[src/rtl/imem_loader_pkg.sv]
`default_nettype none
// +----------------------------------------------------------------------------+
// | Module      : imem_loader_pkg                                              |
// | Description : Shared types and constants for the instruction-memory boot   |
// |               loader: FSM state encoding, byte/word widths, default sync   |
// |               marker.                                                      |
// | Revision    : 1.0 - initial release                                        |
// +----------------------------------------------------------------------------+
package imem_loader_pkg;

  localparam int unsigned c_byte_w    = 8;
  localparam int unsigned c_word_w    = 32;
  localparam logic [7:0]  c_sync_byte = 8'hA5;

  typedef enum logic [2:0] {
    ST_IDLE  = 3'd0,
    ST_LEN0  = 3'd1,
    ST_LEN1  = 3'd2,
    ST_DATA  = 3'd3,
    ST_WRITE = 3'd4,
    ST_CSUM  = 3'd5,
    ST_DONE  = 3'd6
  } state_t;

endpackage
`default_nettype wire

[src/rtl/loader_timeout.sv]
`default_nettype none
// +----------------------------------------------------------------------------+
// | Module      : loader_timeout                                               |
// | Description : Inter-byte idle watchdog. Loadable down-counter: reloaded    |
// |               while not running or on a kick, otherwise counts down and    |
// |               raises o_expire once it reaches zero.                        |
// | Ports       : clk, rst_n   - clock, async active-low reset                 |
// |               i_run        - watchdog armed (inside a frame)               |
// |               i_kick       - byte accepted this cycle, restart the window  |
// |               o_expire     - idle window exhausted (combinational)         |
// | Revision    : 1.0 - initial release                                        |
// +----------------------------------------------------------------------------+
module loader_timeout #(
  parameter int unsigned TIMEOUT_CYCLES = 1000000
) (
  input  logic clk,
  input  logic rst_n,
  input  logic i_run,
  input  logic i_kick,
  output logic o_expire
);

  localparam int unsigned      c_cnt_w = (TIMEOUT_CYCLES > 2) ? $clog2(TIMEOUT_CYCLES) : 1;
  localparam logic [c_cnt_w-1:0] c_load = c_cnt_w'(TIMEOUT_CYCLES - 1);

  logic [c_cnt_w-1:0] r_cnt;

  always_ff @(posedge clk or negedge rst_n) begin
    if (!rst_n) begin
      r_cnt <= '0;
    end else if (!i_run || i_kick) begin
      r_cnt <= c_load;
    end else if (r_cnt != '0) begin
      r_cnt <= r_cnt - 1'b1;
    end
  end

  // A byte arriving on the last idle cycle still wins over the expiry.
  assign o_expire = i_run && !i_kick && (r_cnt == '0);

endmodule
`default_nettype wire

[src/rtl/imem_loader.sv]
`default_nettype none
// +----------------------------------------------------------------------------+
// | Module      : imem_loader                                                  |
// | Description : Boot-time instruction-memory programmer. Parses a framed     |
// |               byte stream (SYNC, N lo, N hi, 4*N data bytes LE[, XOR])     |
// |               into consecutive imem word writes and holds the CPU until a  |
// |               complete image is in place.                                  |
// | Ports       : clk, rst_n                 - clock, async active-low reset   |
// |               in_data/in_valid/in_ready  - byte stream handshake           |
// |               reload                     - pulse, restart load mode        |
// |               imem_write/addr/data       - imem write port                 |
// |               cpu_hold                   - CPU held while 1                |
// |               load_done, load_err        - status (load_err is sticky)     |
// | Options     : IMEM_LOADER_CHECKSUM_EN - trailing XOR checksum byte         |
// | Revision    : 1.0 - initial release                                        |
// +----------------------------------------------------------------------------+
module imem_loader
  import imem_loader_pkg::*;
#(
  parameter int unsigned DEPTH_WORDS    = 256,
  parameter logic [31:0] BASE_ADDR      = 32'h0,
  parameter logic [7:0]  SYNC_BYTE      = c_sync_byte,
  parameter int unsigned TIMEOUT_CYCLES = 1000000
) (
  input  logic                clk,
  input  logic                rst_n,
  input  logic [c_byte_w-1:0] in_data,
  input  logic                in_valid,
  output logic                in_ready,
  input  logic                reload,
  output logic                imem_write,
  output logic [c_word_w-1:0] imem_addr,
  output logic [c_word_w-1:0] imem_data,
  output logic                cpu_hold,
  output logic                load_done,
  output logic                load_err
);

  localparam int unsigned c_idx_w = $clog2(DEPTH_WORDS) + 1;

`ifdef IMEM_LOADER_CHECKSUM_EN
  localparam state_t c_after_image = ST_CSUM;
`else
  localparam state_t c_after_image = ST_DONE;
`endif

  state_t              r_state;
  state_t              w_next_state;
  logic [15:0]         r_len;
  logic [c_idx_w-1:0]  r_idx;
  logic [1:0]          r_bsel;
  logic [23:0]         r_word;    // first three bytes of the word being built
  logic [c_word_w-1:0] r_addr;
  logic [c_word_w-1:0] r_data;
  logic                r_err;
`ifdef IMEM_LOADER_CHECKSUM_EN
  logic [7:0]          r_csum;
`endif

  logic        w_accept;
  logic        w_run;
  logic        w_expire;
  logic        w_sync;
  logic        w_oversize;
  logic        w_last_word;
  logic [15:0] w_len_full;

  assign w_accept    = in_valid && in_ready;
  assign w_sync      = (in_data == SYNC_BYTE);
  assign w_len_full  = {in_data, r_len[7:0]};
  assign w_oversize  = 32'(w_len_full) > DEPTH_WORDS;
  assign w_last_word = (32'(r_idx) + 32'd1) == 32'(r_len);

  loader_timeout #(
    .TIMEOUT_CYCLES (TIMEOUT_CYCLES)
  ) u_timeout (
    .clk      (clk),
    .rst_n    (rst_n),
    .i_run    (w_run),
    .i_kick   (w_accept),
    .o_expire (w_expire)
  );

  always_ff @(posedge clk or negedge rst_n) begin
    if (!rst_n) r_state <= ST_IDLE;
    else        r_state <= w_next_state;
  end

  always_comb begin
    w_next_state = r_state;
    in_ready     = 1'b1;
    imem_write   = 1'b0;
    cpu_hold     = 1'b1;
    load_done    = 1'b0;
    w_run        = 1'b0;
    case (r_state)
      ST_IDLE: begin
        if (w_accept && w_sync) w_next_state = ST_LEN0;
      end
      ST_LEN0: begin
        w_run = 1'b1;
        if (w_expire)      w_next_state = ST_IDLE;
        else if (w_accept) w_next_state = ST_LEN1;
      end
      ST_LEN1: begin
        w_run = 1'b1;
        if (w_expire) begin
          w_next_state = ST_IDLE;
        end else if (w_accept) begin
          if (w_len_full == 16'd0) w_next_state = c_after_image;
          else if (w_oversize)     w_next_state = ST_IDLE;
          else                     w_next_state = ST_DATA;
        end
      end
      ST_DATA: begin
        w_run = 1'b1;
        if (w_expire)                         w_next_state = ST_IDLE;
        else if (w_accept && r_bsel == 2'd3)  w_next_state = ST_WRITE;
      end
      ST_WRITE: begin
        in_ready     = 1'b0;
        imem_write   = 1'b1;
        w_next_state = w_last_word ? c_after_image : ST_DATA;
      end
      ST_CSUM: begin
`ifdef IMEM_LOADER_CHECKSUM_EN
        w_run = 1'b1;
        if (w_expire)      w_next_state = ST_IDLE;
        else if (w_accept) w_next_state = (in_data == r_csum) ? ST_DONE : ST_IDLE;
`else
        w_next_state = ST_IDLE;
`endif
      end
      ST_DONE: begin
        cpu_hold  = 1'b0;
        load_done = 1'b1;
      end
      default: w_next_state = ST_IDLE;
    endcase
    if (reload) w_next_state = ST_IDLE;
  end

  always_ff @(posedge clk or negedge rst_n) begin
    if (!rst_n) begin
      r_len  <= '0;
      r_idx  <= '0;
      r_bsel <= '0;
      r_word <= '0;
      r_addr <= BASE_ADDR;
      r_data <= '0;
      r_err  <= 1'b0;
`ifdef IMEM_LOADER_CHECKSUM_EN
      r_csum <= '0;
`endif
    end else if (reload) begin
      // Reload wins over any byte or expiry this cycle; error flag is kept.
      r_idx <= '0;
    end else begin
      if (w_expire) r_err <= 1'b1;
      case (r_state)
        ST_IDLE: begin
          if (w_accept && w_sync) begin
            r_err  <= 1'b0;
            r_idx  <= '0;
            r_bsel <= '0;
`ifdef IMEM_LOADER_CHECKSUM_EN
            r_csum <= '0;
`endif
          end
        end
        ST_LEN0: begin
          if (w_accept) r_len[7:0] <= in_data;
        end
        ST_LEN1: begin
          if (w_accept) begin
            r_len[15:8] <= in_data;
            if (w_oversize) r_err <= 1'b1;
          end
        end
        ST_DATA: begin
          if (w_accept) begin
            r_bsel <= r_bsel + 2'd1;
`ifdef IMEM_LOADER_CHECKSUM_EN
            r_csum <= r_csum ^ in_data;
`endif
            case (r_bsel)
              2'd0: r_word[7:0]   <= in_data;
              2'd1: r_word[15:8]  <= in_data;
              2'd2: r_word[23:16] <= in_data;
              default: begin
                // Capture the write now so the strobe cycle sees stable values.
                r_data <= {in_data, r_word};
                r_addr <= BASE_ADDR + (32'(r_idx) << 2);
              end
            endcase
          end
        end
        ST_WRITE: r_idx <= r_idx + 1'b1;
        ST_CSUM: begin
`ifdef IMEM_LOADER_CHECKSUM_EN
          if (w_accept && in_data != r_csum) r_err <= 1'b1;
`endif
        end
        default: ;
      endcase
    end
  end

  assign imem_addr = r_addr;
  assign imem_data = r_data;
  assign load_err  = r_err;

endmodule
`default_nettype wire

[config.mk]
export PLATFORM = sky130hd
export DESIGN_NAME = imem_loader
export DESIGN_NICKNAME = d
export VERILOG_FILES = /design/src/rtl/imem_loader_pkg.sv /design/src/rtl/loader_timeout.sv /design/src/rtl/imem_loader.sv
export SDC_FILE = /design/constraint.sdc
export NUM_CORES = 1
export LEC_CHECK = 0
export BUFFER_PORTS_ARGS = -buffer_cell sky130_fd_sc_hd__buf_2
export CORE_UTILIZATION = 50
export CTS_CLUSTER_DIAMETER = 40
export DETAILED_ROUTE_END_ITERATION = 8
export PLACE_DENSITY = 0.71
export SETUP_SLACK_MARGIN = 0.2
export SLEW_MARGIN = 30
export SYNTH_ARGS = -nofsm -noshare
export SYNTH_HDL_FRONTEND = slang
export SYNTH_SLANG_ARGS = --single-unit
[constraint.sdc]
create_clock -name clk -period 3.3 [get_ports clk]
set_input_delay 0.825 -clock clk [delete_from_list [all_inputs] [get_ports clk]]
set_output_delay 0.825 -clock clk [all_outputs]
set_load 0.005 [all_outputs]
== Word-level counts from Yosys, hierarchy flattened ==
Index checks and enable logic that the tools add are counted.

* Add/sub/neg operators: 4
* Multiply operators: 0
* Divide/modulo/power cells: 0
* Order comparisons: 1
* Equal/unequal tests: 17
* Shifts and indexed selects: 0
* Multiplexer cells: 30
* Bitwise gates (word level): 2
* Reductions and logical operators: 27

{| class="wikitable"
|+ Operators by type and width
! operator !! number
|-
| 2-to-1 mux 20 bit || 2
|-
| 2-to-1 mux 3 bit || 10
|-
| zero test 20 bit || 1
|-
| AND reduction 4 bit || 5
|-
| nonzero test 20 bit || 1
|-
| subtractor 20 x 1 -> 20 bit (second input constant) || 1
|-
| 2-to-1 mux 9 bit || 2
|-
| case mux 3 bit (6 select lines) || 1
|-
| case mux 9 bit (2 select lines) || 1
|-
| == test 10 x 16 -> 1 bit || 1
|-
| > comparator 16 x 9 -> 1 bit (second input constant) || 1
|-
| zero test 16 bit || 1
|-
| adder 9 x 1 -> 10 bit (second input constant) || 1
|-
| adder 9 x 1 -> 9 bit (second input constant) || 1
|-
| 2-to-1 mux 1 bit || 9
|-
| == test 8 bit (second input constant) || 1
|-
| inequality test 4 x 2 -> 1 bit (second input constant) || 2
|-
| == test 3 x 2 -> 1 bit (second input constant) || 2
|-
| == test 3 bit (second input constant) || 2
|-
| 2-to-1 mux 2 bit || 3
|-
| AND reduction 3 bit || 2
|-
| OR reduction 3 bit || 2
|-
| logical AND 1 bit || 5
|-
| AND reduction 5 bit || 1
|-
| 18 further kinds || 23
|}

* Bits in registers: 116
* Bits in latches: 0
* Memory bits (writable): 0
* ROM bits: 0
* Bits of input ports: 12
* Output and inout bits: 69
* Word-level logic and storage cells: 93
* Memories: 0

== Logic depth before layout (Yosys ltp) ==
Gate-level depths: netlist of run 1.

* Depth after elaboration: 10
* Depth in mapped cells: 8
* Depth with buffers taken out: 8

== Cells and area by module ==
Synthesis of run 1 repeated with hierarchy kept, for this count alone.

* Cells, all modules: 490
* Area total of the unflattened synthesis: 5612.9 µm²

{| class="wikitable"
|+ By module, submodules not included
! module !! instances !! cells each !! area an instance (µm²) !! sequential area each (µm²)
|-
| imem_loader || 1 || 362 || 4428.0 || 2402.3
|-
| loader_timeout || 1 || 128 || 1184.9 || 500.5
|}

== Worst setup path before layout of run 1 ==
OpenSTA, ideal clock, no wires.

* Kind: input -> register
* From: in reload
* To: reg r_addr[10], in the netlist imem_addr[10]
* Setup time: 125 ps
* Arrival: 2252 ps
* Required time: 3175 ps
* Path slack: 923 ps
* Stages: 7
* Buffers on the path: 3
* Cell sequence: buf_2 nor3_1 and3_1 clkbuf_1 nand2_1 buf_1 mux2_2

* Longest elaborated chain between the ends: 2

{| class="wikitable"
|+ RTL lines
! what !! RTL line !! RTL
|-
| from (decl) || imem_loader.sv:30 || <nowiki>input logic reload,</nowiki>
|-
| inverter 1 bit (no source line) || - ||
|-
| AND reduction 4 bit (no source line) || - ||
|-
| to (signal assigned) || imem_loader.sv:193 || <nowiki>r_addr <= BASE_ADDR + (32'(r_idx) << 2);</nowiki>
|-
| to (decl) || imem_loader.sv:53 || <nowiki>logic [c_word_w-1:0] r_addr;</nowiki>
|}

Every way passes these cells.
A chain may end at the register's enable or synchronous reset.

== Worst setup path after layout of run 1 ==
* From: reg r_state[0]
* To: out imem_write

* Longest elaborated chain between the ends: 2

{| class="wikitable"
|+ RTL lines
! what !! RTL line !! RTL
|-
| from (decl) || imem_loader.sv:47 || <nowiki>state_t r_state;</nowiki>
|-
| from (signal assigned) || imem_loader.sv:86 || <nowiki>else r_state <= w_next_state;</nowiki>
|-
| == test 3 bit || imem_loader.sv:96 || <nowiki>case (r_state)</nowiki>
|-
| 2-to-1 mux 1 bit || imem_loader.sv:96 ||
|-
| to (decl) || imem_loader.sv:31 || <nowiki>output logic imem_write,</nowiki>
|}

Every way passes these cells.

==> results by stage, run 1 <==
Status:
- The flow ran to the end, and the final reports show no timing, DRC or antenna violations.

Drt:
- Summed over all nets, wire length on met3 after detailed routing comes to around 800 um.
- After detailed routing, the wire length on met1 is roughly 5100 um.
- The count of TritonRoute iterations in the first routing pass is 4.
- The final wirelength is around 12000 um.
- The routed wire length on met2 is ~5800 um.
- Detailed routing inserted a total of roughly 3700 vias.
- The routed wire length per instance is ~17 um.
- The number of violations reported at the end of detailed-routing iteration 0 is 209.
- The detail route stage leaves a number of antenna-violating nets equal to 0.
- In the routed design, unresolved DRC markers number 0.
- In the routed layout, each cell is associated on average with a via count of 5.51.
- The highest layer touched by signal routing is met4.

CTS:
- For the worst-skew pair, the clock arrives at the later sink with an insertion delay of about 0.53 ns.
- Counting every sink on the clock net gives roughly 120.
- CTS built an H-tree with a depth of 4.
- The number of gates resized after CTS was 0.
- CTS placed an instance of clkbuf_8 at the clock tree root.
- The number of buffers between clock root and the deepest sink is 2.
- TritonCTS created 17 clock buffers.
- The number of hold buffers added after CTS was 0.
- TritonCTS built the clock tree.
- After clock tree synthesis, the clock-pin slew on the worst setup and hold paths is approximately 0.060 ns.
- The number of setup buffers added after CTS is 0.

Timing:
- The portion of the clock cycle consumed by the worst path in the final layout is 0.769.
- The final-report max-slew violation count was 0.
- Setup repair after global routing left no endpoint under its margin.
- Based on the critical path, the design can be clocked at up to around 0.4 GHz.
- The final setup violation count is 0.
- The slew at the pin closest to its max-slew limit is ~0.76 ns.
- The minimum clock period after layout is roughly 2.5 ns.
- For the final database, setup skew stands at about 0.010 ns.
- Setup total negative slack on the finished layout was measured at 0 ns.
- The final-report hold violation count is 0.
- Headroom to the max-slew limit came out at 0.495.

Floorplanning:
- The overall die width is between 100 and 150 um.
- The floorplan die area is between 10000 and 15000 sq um.
- In this run the count of I/O pins placed on the die edge is 81.
- In this run the standard cell core region covers 10500 sq um.
- The initial standard-cell utilization of the core is 0.525.
- The initialized floorplan defines 37 standard-cell rows.
- The die span in y is 107 um.

Synthesis:
- The cell type with the largest total area after synthesis is dfrtp_1.
- The most used flip-flop cell after synthesis is dfrtp_1.
- Counting flops with a built-in enable in the synthesized netlist gives 0.
- By count the netlist is led by dfrtp_1, mux2_2, nand2_1, o21ai_0, buf_4.
- The area fraction of the dominant cell type after synthesis is 0.526.
- The mapped netlist covers roughly 5500 sq um.
- The number of different library cells in the post-synthesis netlist is 54.
- The sequential cell area fraction in the yosys report is 0.526.
- The library cell with the highest instance count after synthesis is dfrtp_1.
- Sorting the synthesized cells by area gives the leading types as dfrtp_1, mux2_2, buf_4, xor2_1, o21ai_0.
- For this run, the number of Yosys warnings is 0.
- The synthesized area per cell is approximately 12 sq um.
- The async set-or-reset flop fraction in the synthesized netlist is 1.00.
- The post-synthesis cell count is ~470.
- The number of synthesized register bits is about 120.

Critical path:
- The cell count along the critical path is 4.
- The number of buffers and inverters on the critical path is 2.
- In this run the worst setup path begins at r_state[0]$_DFFE_PN0P_.
- The largest incremental delay on the critical path is between 0.4 and 0.5 ns.
- The flop-to-flop setup slack is between 0.8 and 0.9 ns.
- The critical-path cell with the highest stage delay is dfrtp_1.
- In this run the worst setup path terminates at imem_write.
- The endpoint of the worst register-to-register path is r_state[0]$_DFFE_PN0P_.
- By startpoint and endpoint, the worst setup path is classified as reg -> out.
- The length in cells of the worst reg-to-reg path is 7.
- Traced cell by cell, the critical path runs through nor2_1 -> nand2_1 -> inv_1 -> buf_2.
- The endpoint type of the worst setup path is an output port.
- On the critical path the largest part of the delay comes from simple AND/OR/NAND/NOR gates.
- STA classifies the critical path startpoint as a flop.
- The maximum net fanout on the critical path is 10.
- The beginning of the worst register-to-register path is r_idx[0]$_DFFE_PN0P_.
- Data on the critical path is required at its endpoint by 2.47 ns.
- Data on the critical path arrives at its endpoint at 1.71 ns.

Power and ir drop:
- VDD sags by at most about 0.36 mV.
- In this run the static leakage power is 3.19 nW.
- Power spread over the standard cell area amounts to about 500 nW/um^2.

Global route:
- Global routing finished with a remaining overflow of 0.
- The number of antenna violations at the first check in global routing is 0.
- The via count of the first global-routing pass was 3784.
- The global-route usage over all layers is 0.223.
- Entering global routing, the biggest net connects roughly 60 pins.
- The first global-routing pass estimated ~19000 um of wire.

Place:
- The final HPWL from detailed placement is 7590 um.
- Routability-driven placement finished with a final weighted congestion of 0.838.
- Port buffering added between 50 and 60 buffers.
- Once placement finished, the instance area stood at about 5900 sq um.

Min path:
- The worst hold path belongs to the class in -> async.

Finish:
- Once layout is complete, the utilization of the core stands at 0.612.
- The ratio of cells with drive above 1 in the final layout is 0.345.
- The number of inserted diodes is 0.
- The post-synthesis to final-layout area growth is 16.5%.
- The finished cells cover around 6400 sq um.
- The number of filler instances in the final layout is between 800 and 900.
- For this run, the post-layout net count is between 500 and 600.

Run:
- The max-cap violation count is 0.
## power breakdown
part	total [mW]	internal [mW]	switching, mW
Combinational	0.114	0.0374	0.0763
Sequential	1.45	1.44	0.0133
Clock	1.75	1.09	0.662
## placed cells by master, fill, tap and decap left out, drive strengths merged, types with 3 or more instances in the layout
master / count
dfrtp: 116
xor2: 15
buf: 61
nand2b: 5
clkinv: 8
mux2: 82
a21oi: 12
nor3: 6
xnor2: 9
o31ai: 6
a22o: 3
ha: 7
nor4: 7
nand3: 10
nor2b: 5
nand2: 32
clkbuf: 18
or4: 6
or3: 10
nor2: 22
and3: 7
o21ai: 25
and2: 3
conb: 23
inv: 10
nor4b: 3
## per-layer routing
metal / GRT usage / up-vias
met3: 0.0736 / 8
met2: 0.355 / 121
met4: 0.0871 / 0
met1: 0.282 / 1866
met5: 0 / -
li1: - / 1740
## layout make-up
type	count	area (sq um)	share of cell area
flip-flops and latches	116	2900	0.451
multi-input cells	325	2430	0.378
clock buffers	18	428	0.0665
repair buffers	61	330	0.0514
well taps	136	170	0.0265
clock inverters	13	135	0.0210
inverters	9	33.8	0.00525
## cell families (layout without fill, tap and decap cells)
| family | after synthesis | after routing | share of synthesized area |
|---|---|---|---|
| AOI/OAI and AO/OA | 59 | 59 | 0.0685 |
| xor gates and xnor gates | 24 | 24 | 0.0381 |
| adders and majority gates | 7 | 7 | 0.0159 |
| buffers and inverters | 48 | 101 | 0.0490 |
| DFF | 116 | 116 | 0.526 |
| muxes | 83 | 83 | 0.169 |
| other | 1 | 23 | 0.000679 |
| and+or+nand+nor | 129 | 129 | 0.133 |
## flip-flops by register name (all words and copies together) (netlist names)
signal           cells
imem_data           32
r_idx                9
imem_addr            9
load_err             1
r_len               16
r_word              24
r_bsel               2
u_timeout.r_cnt     20
r_state              3
## through the flow
step	power (mW)	hold slack (ns)	cells	setup slack [ns]
final	3.31	0.366	678	0.763
after CTS	3.34	0.382	678	0.767
after global placement	1.59	0.481	647	0.564
after detailed placement	1.59	0.489	647	0.512
after global routing	3.43	0.410	678	0.656
after floorplan	1.55	0.475	489	0.923
## how the worst min path moves through the flow
stage	from	endpoint	slack [ns]
global route	rst_n	imem_data[6]$_DFFE_PN0P_	0.41
global placement	r_word[7]$_DFFE_PN0P_	imem_data[7]$_DFFE_PN0P_	0.48
floorplan	r_word[0]$_DFFE_PN0P_	imem_data[0]$_DFFE_PN0P_	0.47
CTS	rst_n	imem_data[6]$_DFFE_PN0P_	0.38
detailed placement	imem_addr[5]$_DFFE_PN0P_	imem_addr[5]$_DFFE_PN0P_	0.49
finish	rst_n	imem_data[6]$_DFFE_PN0P_	0.37
Note: power is estimated with default switching activity, not from simulation.
==> run 2: changes to the inputs <==
--- a/config.mk
+++ b/config.mk
@@ -9,7 +9,7 @@
 export CORE_UTILIZATION = 50
 export CTS_CLUSTER_DIAMETER = 40
 export DETAILED_ROUTE_END_ITERATION = 8
-export PLACE_DENSITY = 0.71
+export PLACE_DENSITY = 0.74
 export SETUP_SLACK_MARGIN = 0.2
 export SLEW_MARGIN = 30
 export SYNTH_ARGS = -nofsm -noshare
==> constraint.sdc (replaced) <==
create_clock -name clk -period 2.2 [get_ports clk]
set_input_delay 0.55 -clock clk [delete_from_list [all_inputs] [get_ports clk]]
set_output_delay 0.55 -clock clk [all_outputs]
set_load 0.005 [all_outputs]
==> run 2 against run 1 <==
Net effect: the run now ends with setup timing left; critical path depth grew 3; sequential power up 50%; total power grew 51%; final area increased by 11%; die area unchanged; combinational power grew 76%; sequential share of layout area fell by 4.4 points; non-clock buffer count grew 58; flip-flop and latch count unchanged; clock power is 51% higher; wire length is 14% higher; critical path type is now reg -> reg; critical endpoint is now r_state[0]$_DFFE_PN0P_.
==> results by stage, run 2 (same netlist as run 1, synthesis figures left out) <==
Critical path:
- The signal on the critical path passes through ha_4 -> and4_1 -> and3_1 -> or4_1 -> a21boi_1 -> o2111ai_1 -> a211o_1.
- The number of buffers and inverters on the critical path is 0.
- The flop-to-flop setup slack is -0.1 ns.
- In this run the critical register-to-register path is captured at r_state[0]$_DFFE_PN0P_.
- The arrival time of the worst setup path is roughly 2.7 ns.
- The critical path's top delay family is simple AND/OR/NAND/NOR gates.
- The length in cells of the worst reg-to-reg path is 7.
- The data required time at the worst endpoint is between 2 and 3 ns.
- The maximum net fanout on the critical path is 6.
- STA classifies the critical path startpoint as a flop.
- The cell count along the critical path is 7.
- The largest individual stage delay along the critical path comes from the cell dfrtp_2.
- The kind of critical path is reg -> reg.
- In this run the critical register-to-register path is launched from r_idx[1]$_DFFE_PN0P_.
- The worst setup path is captured at a flop.
- On the worst path, the slowest cell contributes a delay of approximately 0.44 ns.

Finish:
- The net total in the final layout is 607.
- With fillers left out, the area of the finished cells amounts to 7140 sq um.
- Leaving out fill and tap cells, the most frequent cell in the layout is dfrtp_1.
- Summing all multi-input logic gate instances after layout gives approximately 2600 sq um.
- Measured on the finished design, the core utilization comes to 0.679.
- Counting the fill cells in the layout gives around 700.
- In the final layout, the share of cells above drive strength 1 is 0.463.
- The flip-flop count of the largest register after layout is 32.
- 0 antenna diodes ended up in the layout.
- For this run, the number of standard cells in the final layout without fillers is between 700 and 800.
- The post-synthesis to final-layout area growth is 29.4%.
- In the layout the commonest cells are dfrtp_1, mux2_2, buf_2, buf_4, nand2_1.
- The register area is a little under 3000 sq um.

Power and ir drop:
- The worst voltage drop across the vdd grid is 0.673 mV.
- The part of the power in combinational logic is 0.040.
- The sequential cell fraction of total power is 0.434.
- The internal power of the cells totals 3.85 mW.
- The leakage component of the power is 3.55 nW.
- For this design the total switching power over the nets is 1.17 mW.
- The switching fraction of total power is 0.233.
- The share of total power dissipated in the clock network is 0.526.
- For this design the ratio of total power to cell area is about 700 nW/um^2.

Timing:
- The final-report max-slew violation count is 0.
- The post-layout worst setup margin is -0.0967 ns.
- The final setup violation count is 6.
- For the finished layout, the period the worst path requires is about 2.3 ns.
- In this run the tightest slew margin relative to its limit is 0.495.
- Setup repair after global routing could not meet its margin everywhere.
- The final-report hold violation count is 0.
- The final-layout worst hold slack is between 0.4 and 0.5 ns.
- At the pin with the least slew margin, the transition time is about 0.76 ns.
- Dividing the final minimum period by the clock period gives 1.04.
- Derived from the worst setup path, the maximum achievable clock frequency is between 0.4 and 0.5 GHz.
- The post-route clock skew is 0.00790 ns.

Floorplanning:
- The initial standard-cell utilization of the core is 0.525.
- After floorplanning, the core was sized to cover ~11000 sq um.
- The overall die width is approximately 110 um.
- The die is around 110 um tall.
- The floorplan die area is between 10000 and 15000 sq um.
- The top-level port count is between 80 and 90.
- The initialized floorplan defines 37 standard-cell rows.

Min path:
- The worst hold path passes through 2 cells.
- The launch point of the worst hold path is in_data[7].
- The class of the most critical hold timing path is in -> reg.
- For hold timing, the worst endpoint is r_len[7]$_DFFE_PN0P_.

CTS:
- The clock-pin slew on the worst setup and hold paths is roughly 0.060 ns.
- The clock latency on the worst-skew pair is 0.51 ns.
- The root buffer cell is clkbuf_8.
- CTS saw approximately 120 sinks.
- The H-tree generated during clock tree synthesis spans 4 levels.
- No sink is reached through more buffers than the 2 on the longest clock path.
- The clock tree from TritonCTS is done.
- Clock tree synthesis inserted a total of 17 buffers.

Drt:
- The first detailed-routing pass ran for 5 iterations.
- The number of violations reported at the end of detailed-routing iteration 0 is 249.
- After detailed routing, the number of remaining DRC violations is 0.
- The routed via count is between 4000 and 5000.
- Dividing the detail-routed wire length by the instance count gives roughly 18 um.
- After detailed routing, the number of vias per cell comes to between 5 and 6.
- After detailed routing, the total wire length is approximately 13000 um.
- The count of nets left with antenna violations once routing finished came out at 0.

Global route:
- In the global route stage, overall resource usage came out at 0.247.
- The first global-routing pass estimated approximately 22000 um of wire.
- The via count of the first global-routing pass was between 4000 and 5000.
- The number of antenna violations at the first check in global routing came to 0.
- Entering global routing, the biggest net connects 43 pins.
- The met1 capacity usage during global routing is 0.313.
- Global routing finished with a remaining overflow of 0.
- The global routing stage identified its most utilized layer as met2.
- For met2 alone, demand over resource in global routing was 0.401.
- In the global route stage, met3 resource usage came out at 0.0736.

Place:
- Port buffering added 57 buffers.
- The placed standard-cell area is just over 6000 sq um.
- After detailed placement, the design holds a cell count of a little under 700.
- The final HPWL from detailed placement is between 8000 and 9000 um.
- The congestion estimate from routability-driven global placement came to 0.845.

Run:
- Max-cap violations in this run came to 0.

Status:
- The run finished, with violations left.
- The checks that failed: setup timing.
run 2: power by group through the flow:
stage	clock (mW)	combinational, mW	sequential [mW]
CTS	2.67	0.203	2.18
detailed placement	0	0.197	2.21
floorplan	0	0.112	2.21
global placement	0	0.193	2.21
finish	2.64	0.201	2.18
global route	2.76	0.227	2.18
run 2: per-layer routing:
metal / wire length, um / vias to the layer above / part of all wire
li1: - / 1866 / -
met1: 5380 / 2086 / 0.40
met2: 6760 / 164 / 0.51
met3: 897 / 27 / 0.067
met4: 266 / 0 / 0.020
met5: 0 / - / 0
run 2: worst max-delay path by stage:
stage,endpoint,slack [ns],from
2_1_floorplan,r_state[0]$_DFFE_PN0P_,0.04,u_timeout.r_cnt[0]$_DFFE_PN0N_
3_3_place_gp,r_state[0]$_DFFE_PN0P_,-0.1,in_data[6]
3_5_place_dp,r_state[0]$_DFFE_PN0P_,-0.11,in_data[6]
4_1_cts,u_timeout.r_cnt[5]$_DFFE_PN0N_,0.01,u_timeout.r_cnt[0]$_DFFE_PN0N_
5_1_grt,r_state[0]$_DFFE_PN0P_,-0.17,u_timeout.r_cnt[0]$_DFFE_PN0N_
6_report,r_state[0]$_DFFE_PN0P_,-0.1,r_idx[1]$_DFFE_PN0P_
run 2: worst register-to-register path, stage by stage, from the launching register on:
cell,delay (ns)
dfrtp_2,0.44
ha_4,0.19
and4_1,0.21
and3_1,0.19
or4_1,0.44
a21boi_1,0.16
o2111ai_1,0.17
a211o_1,0.35
run 2: final cells by class:
| class | instances | share of cell area |
|---|---|---|
| Clock buffer | 17 | 0.0580 |
| Clock inverter | 14 | 0.0216 |
| Inverter | 9 | 0.00473 |
| Tap cell | 136 | 0.0238 |
| Multi-Input combinational cell | 325 | 0.366 |
| Sequential cell | 116 | 0.407 |
| Timing Repair Buffer | 119 | 0.119 |
run 2: stage by stage:
| step | setup slack, ns | TNS [ns] | power (mW) |
|---|---|---|---|
| detailed placement | -0.111 | -0.116 | 2.41 |
| CTS | 0.0125 | 0 | 5.05 |
| finish | -0.0967 | -0.327 | 5.01 |
| global route | -0.173 | -1.50 | 5.16 |
| global placement | -0.0992 | -0.143 | 2.40 |
| floorplan | 0.0446 | 0 | 2.32 |
run 2: what timing repair did:
action / in CTS / in global routing
pin swaps: 17 / 14
buffers inserted: 19 / 6
gates cloned: 0 / 0
hold endpoints to repair: 16 / 0
hold buffers: 1 / 0
endpoints found under the setup margin: 24 / 29
gates resized for setup: 32 / 23
==> run 3: changes to the inputs <==
--- a/config.mk
+++ b/config.mk
@@ -5,11 +5,11 @@
 export SDC_FILE = /design/constraint.sdc
 export NUM_CORES = 1
 export LEC_CHECK = 0
-export BUFFER_PORTS_ARGS = -buffer_cell sky130_fd_sc_hd__buf_2
 export CORE_UTILIZATION = 50
 export CTS_CLUSTER_DIAMETER = 40
 export DETAILED_ROUTE_END_ITERATION = 8
-export PLACE_DENSITY = 0.74
+export DONT_BUFFER_PORTS = 1
+export PLACE_DENSITY = 0.68
 export SETUP_SLACK_MARGIN = 0.2
 export SLEW_MARGIN = 30
 export SYNTH_ARGS = -nofsm -noshare
==> run 3 against run 2 <==
Net effect: cell count decreased by 12%; global-route usage fell by 2.7 points; final area shrank 8.6%; count of clock-buffer cells in the layout stayed put; the flow finishes with violations (hold timing); largest power group unchanged; critical endpoint unchanged.
==> results by stage, run 3 (same netlist as run 1, synthesis figures left out) <==
Timing:
- The minimum clock period after layout is 2.19 ns.
- The final setup violation count is 0.
- For the final database, setup skew stands at about 0.011 ns.
- The final-report max-slew violation count is 0.
- Setup repair after global routing could not meet its margin everywhere.
- Based on the critical path, the design can be clocked at up to ~0.46 GHz.
- The final-layout worst hold slack is -0.287 ns.
- The slew at the pin closest to its max-slew limit is slightly below 0.5 ns.
- Of the available clock period, the critical path in the final layout requires 0.997.
- The final-report hold violation count is approximately 120.
- The worst slew margin relative to its limit is 0.668.

Critical path:
- The kind of critical path is reg -> reg.
- STA puts the critical path data required time at 2.60 ns.
- Measured in cells, the most critical reg-to-reg path has a length of 8.
- STA classifies the critical path startpoint as a flop.
- In this run the register-to-register setup slack is around 0.0072 ns.
- The maximum net fanout on the critical path is 3.
- The worst register-to-register path ends at r_state[0]$_DFFE_PN0P_.
- STA classifies the critical path endpoint as a flop.
- The startpoint identified for the worst register-to-register timing path is u_timeout.r_cnt[1]$_DFFE_PN0N_.
- The arrival time of the worst setup path is around 2.6 ns.

Floorplanning:
- The floorplan step defined a core boundary enclosing 10500 sq um.
- From left edge to right edge, the die measures approximately 110 um.
- The top-level port count is 81.
- The floorplan step set the die height to 107 um.
- The initial standard-cell utilization of the core is 0.525.
- The floorplan step defined a die boundary enclosing between 10000 and 15000 sq um.
- The number of standard-cell rows in the floorplan is 37.

CTS:
- The clock reaches the later pin of the worst-skew pair after 0.53 ns.
- Counting along the longest clock path gives a buffer depth of 2.
- The root buffer cell chosen for the clock tree is clkbuf_8.
- The number of clock sinks seen by CTS is around 120.
- TritonCTS built the clock tree.
- The clock-pin slew on the worst setup and hold paths is about 0.06 ns.
- The clock tree synthesis step divided the H-tree into 4 levels.
- Clock tree synthesis inserted a total of 17 buffers.

Drt:
- The vias per cell is 5.60.
- The routed wire length per instance is 17.5 um.
- Wires add up to 11400 um.
- The number of antenna-violating nets in the routed design is 0.
- The pre-antenna-repair detailed-routing pass consisted of 4 iterations.
- The final route contains ~3600 vias.
- In this run, the number of DRC markers left after iteration 0 of detailed routing was between 150 and 200.
- For this run, design rule violations remaining after detail routing come to 0.

Place:
- Detailed placement finished with a half-perimeter wire length of roughly 7300 um.
- The number of port buffers is 0.
- The final weighted congestion of routability-driven global placement is approximately 0.84.
- The placed standard-cell area is 5740 sq um.

Global route:
- Across every metal layer, demand over resource in global routing totals 0.220.
- The wire length of the first global-routing pass is 19100 um.
- After global routing the overflow that remains totals 0.
- The via count of the first global-routing pass came to 3741.
- Entering global routing, the biggest net connects between 100 and 150 pins.
- The number of antenna violations at the first check in global routing is 0.

Power and ir drop:
- The worst voltage drop across the vdd grid is roughly 0.7 mV.
- Of the total power, the clock network draws 0.533.
- The switching power is ~1.1 mW.
- The share of total power dissipated in sequential elements is 0.447.
- The leakage component of the power is a little over 3 nW.
- The internal portion of the total power is approximately 3.7 mW.
- Of the total power, the share spent switching nets is 0.235.
- In this run the power density over the cells is 745 nW/um^2.
- Of the total power, combinational logic draws 0.020.

Status:
- The flow ran to the end, but the final reports show violations.
- The checks that failed: hold timing.

Finish:
- The most common library cell in the layout ignoring fill and taps is dfrtp_1.
- The number of filler instances in the final layout is around 800.
- The library cells used most frequently in the layout, excluding fill and tap cells, are dfrtp_1, mux2_2, nand2_1, buf_4, conb_1.
- The multi-input combinational cells in the finished layout cover a total of approximately 2600 sq um.
- In the final layout, flip-flops and latches occupy 2910 sq um.
- The post-synthesis to final-layout area growth is 18.2%.
- The net total in the final layout is roughly 520.
- 0 antenna diodes ended up in the layout.
- The finished cells cover ~6500 sq um.
- The register with the most flip-flops in the layout has 32 of them.
- Of the cells placed in the final design, the portion with a size suffix greater than 1 is 0.363.

Run:
- The tool flagged a number of max-cap violations equal to 0.

Min path:
- The class of the most critical hold timing path is in -> async.
run 3: cell types whose count changed in the layout (fill, tap and decap cells not counted), moves of 3 or more:
cell	change
nand2_1	+3
buf_6	-7
clkinvlp_4	+3
buf_4	-21
buf_2	-54
buf_12	-3
run 3: repair_timing:
| item | in CTS | in global routing |
|---|---|---|
| gates resized for setup | 14 | 23 |
| endpoints found under the hold margin | 116 | 116 |
| setup buffers | 10 | 2 |
| setup endpoints to repair | 25 | 27 |
| pin swaps | 6 | 10 |
run 3: metal layers:
layer	global-route usage	share of wire
met5	0	0
met4	0.0773	0.013
met3	0.0796	0.069
met2	0.347	0.48
met1	0.281	0.44
run 3: worst max-delay path: stages, from the launching register on:
cell	delay [ns]
dfrtp_1	0.40
inv_2	0.07
ha_1	0.13
or3b_4	0.37
or4_4	0.45
nor3_4	0.14
o21ai_1	0.08
and3_1	0.17
a211o_1	0.25
run 3: how the worst max path moves through the flow:
stage	to	slack, ns	depth (start not counted)	start
global placement	r_state[0]$_DFFE_PN0P_	0.03	8	u_timeout.r_cnt[1]$_DFFE_PN0N_
finish	r_state[0]$_DFFE_PN0P_	0.007	8	u_timeout.r_cnt[1]$_DFFE_PN0N_
global route	r_state[0]$_DFFE_PN0P_	-0.12	9	u_timeout.r_cnt[1]$_DFFE_PN0N_
CTS	r_state[0]$_DFFE_PN0P_	0.009	7	r_idx[1]$_DFFE_PN0P_
floorplan	r_state[0]$_DFFE_PN0P_	0.04	8	u_timeout.r_cnt[0]$_DFFE_PN0N_
detailed placement	r_state[0]$_DFFE_PN0P_	-0.02	8	u_timeout.r_cnt[1]$_DFFE_PN0N_
run 3: cell type report:
type,instances,share of cell area
clock inverters,15,0.0226
well taps,136,0.0261
repair buffers,33,0.0422
flip-flops and latches,116,0.445
inverters,9,0.00518
multi-input cells,325,0.395
clock buffers,17,0.0634
run 3: through the flow:
step / utilization / TNS [ns] / power, mW / setup slack [ns] / std cells
after floorplan: - / 0 / 2.32 / 0.0446 / 489
after global placement: 0.546 / 0 / 2.30 / 0.0280 / 607
after detailed placement: 0.546 / -0.0210 / 2.30 / -0.0210 / 607
after CTS: 0.610 / 0 / 4.90 / 0.00854 / 649
after global routing: 0.621 / -0.397 / 5.00 / -0.116 / 651
final: 0.621 / 0 / 4.86 / 0.00721 / 651
run 3: power groups by stage:
| stage | combinational, mW | sequential (mW) | clock (mW) |
|---|---|---|---|
| after floorplan | 0.112 | 2.21 | 0 |
| after global placement | 0.0885 | 2.21 | 0 |
| after detailed placement | 0.0909 | 2.21 | 0 |
| after CTS | 0.0925 | 2.18 | 2.63 |
| after global routing | 0.107 | 2.18 | 2.72 |
| final | 0.0951 | 2.18 | 2.59 |
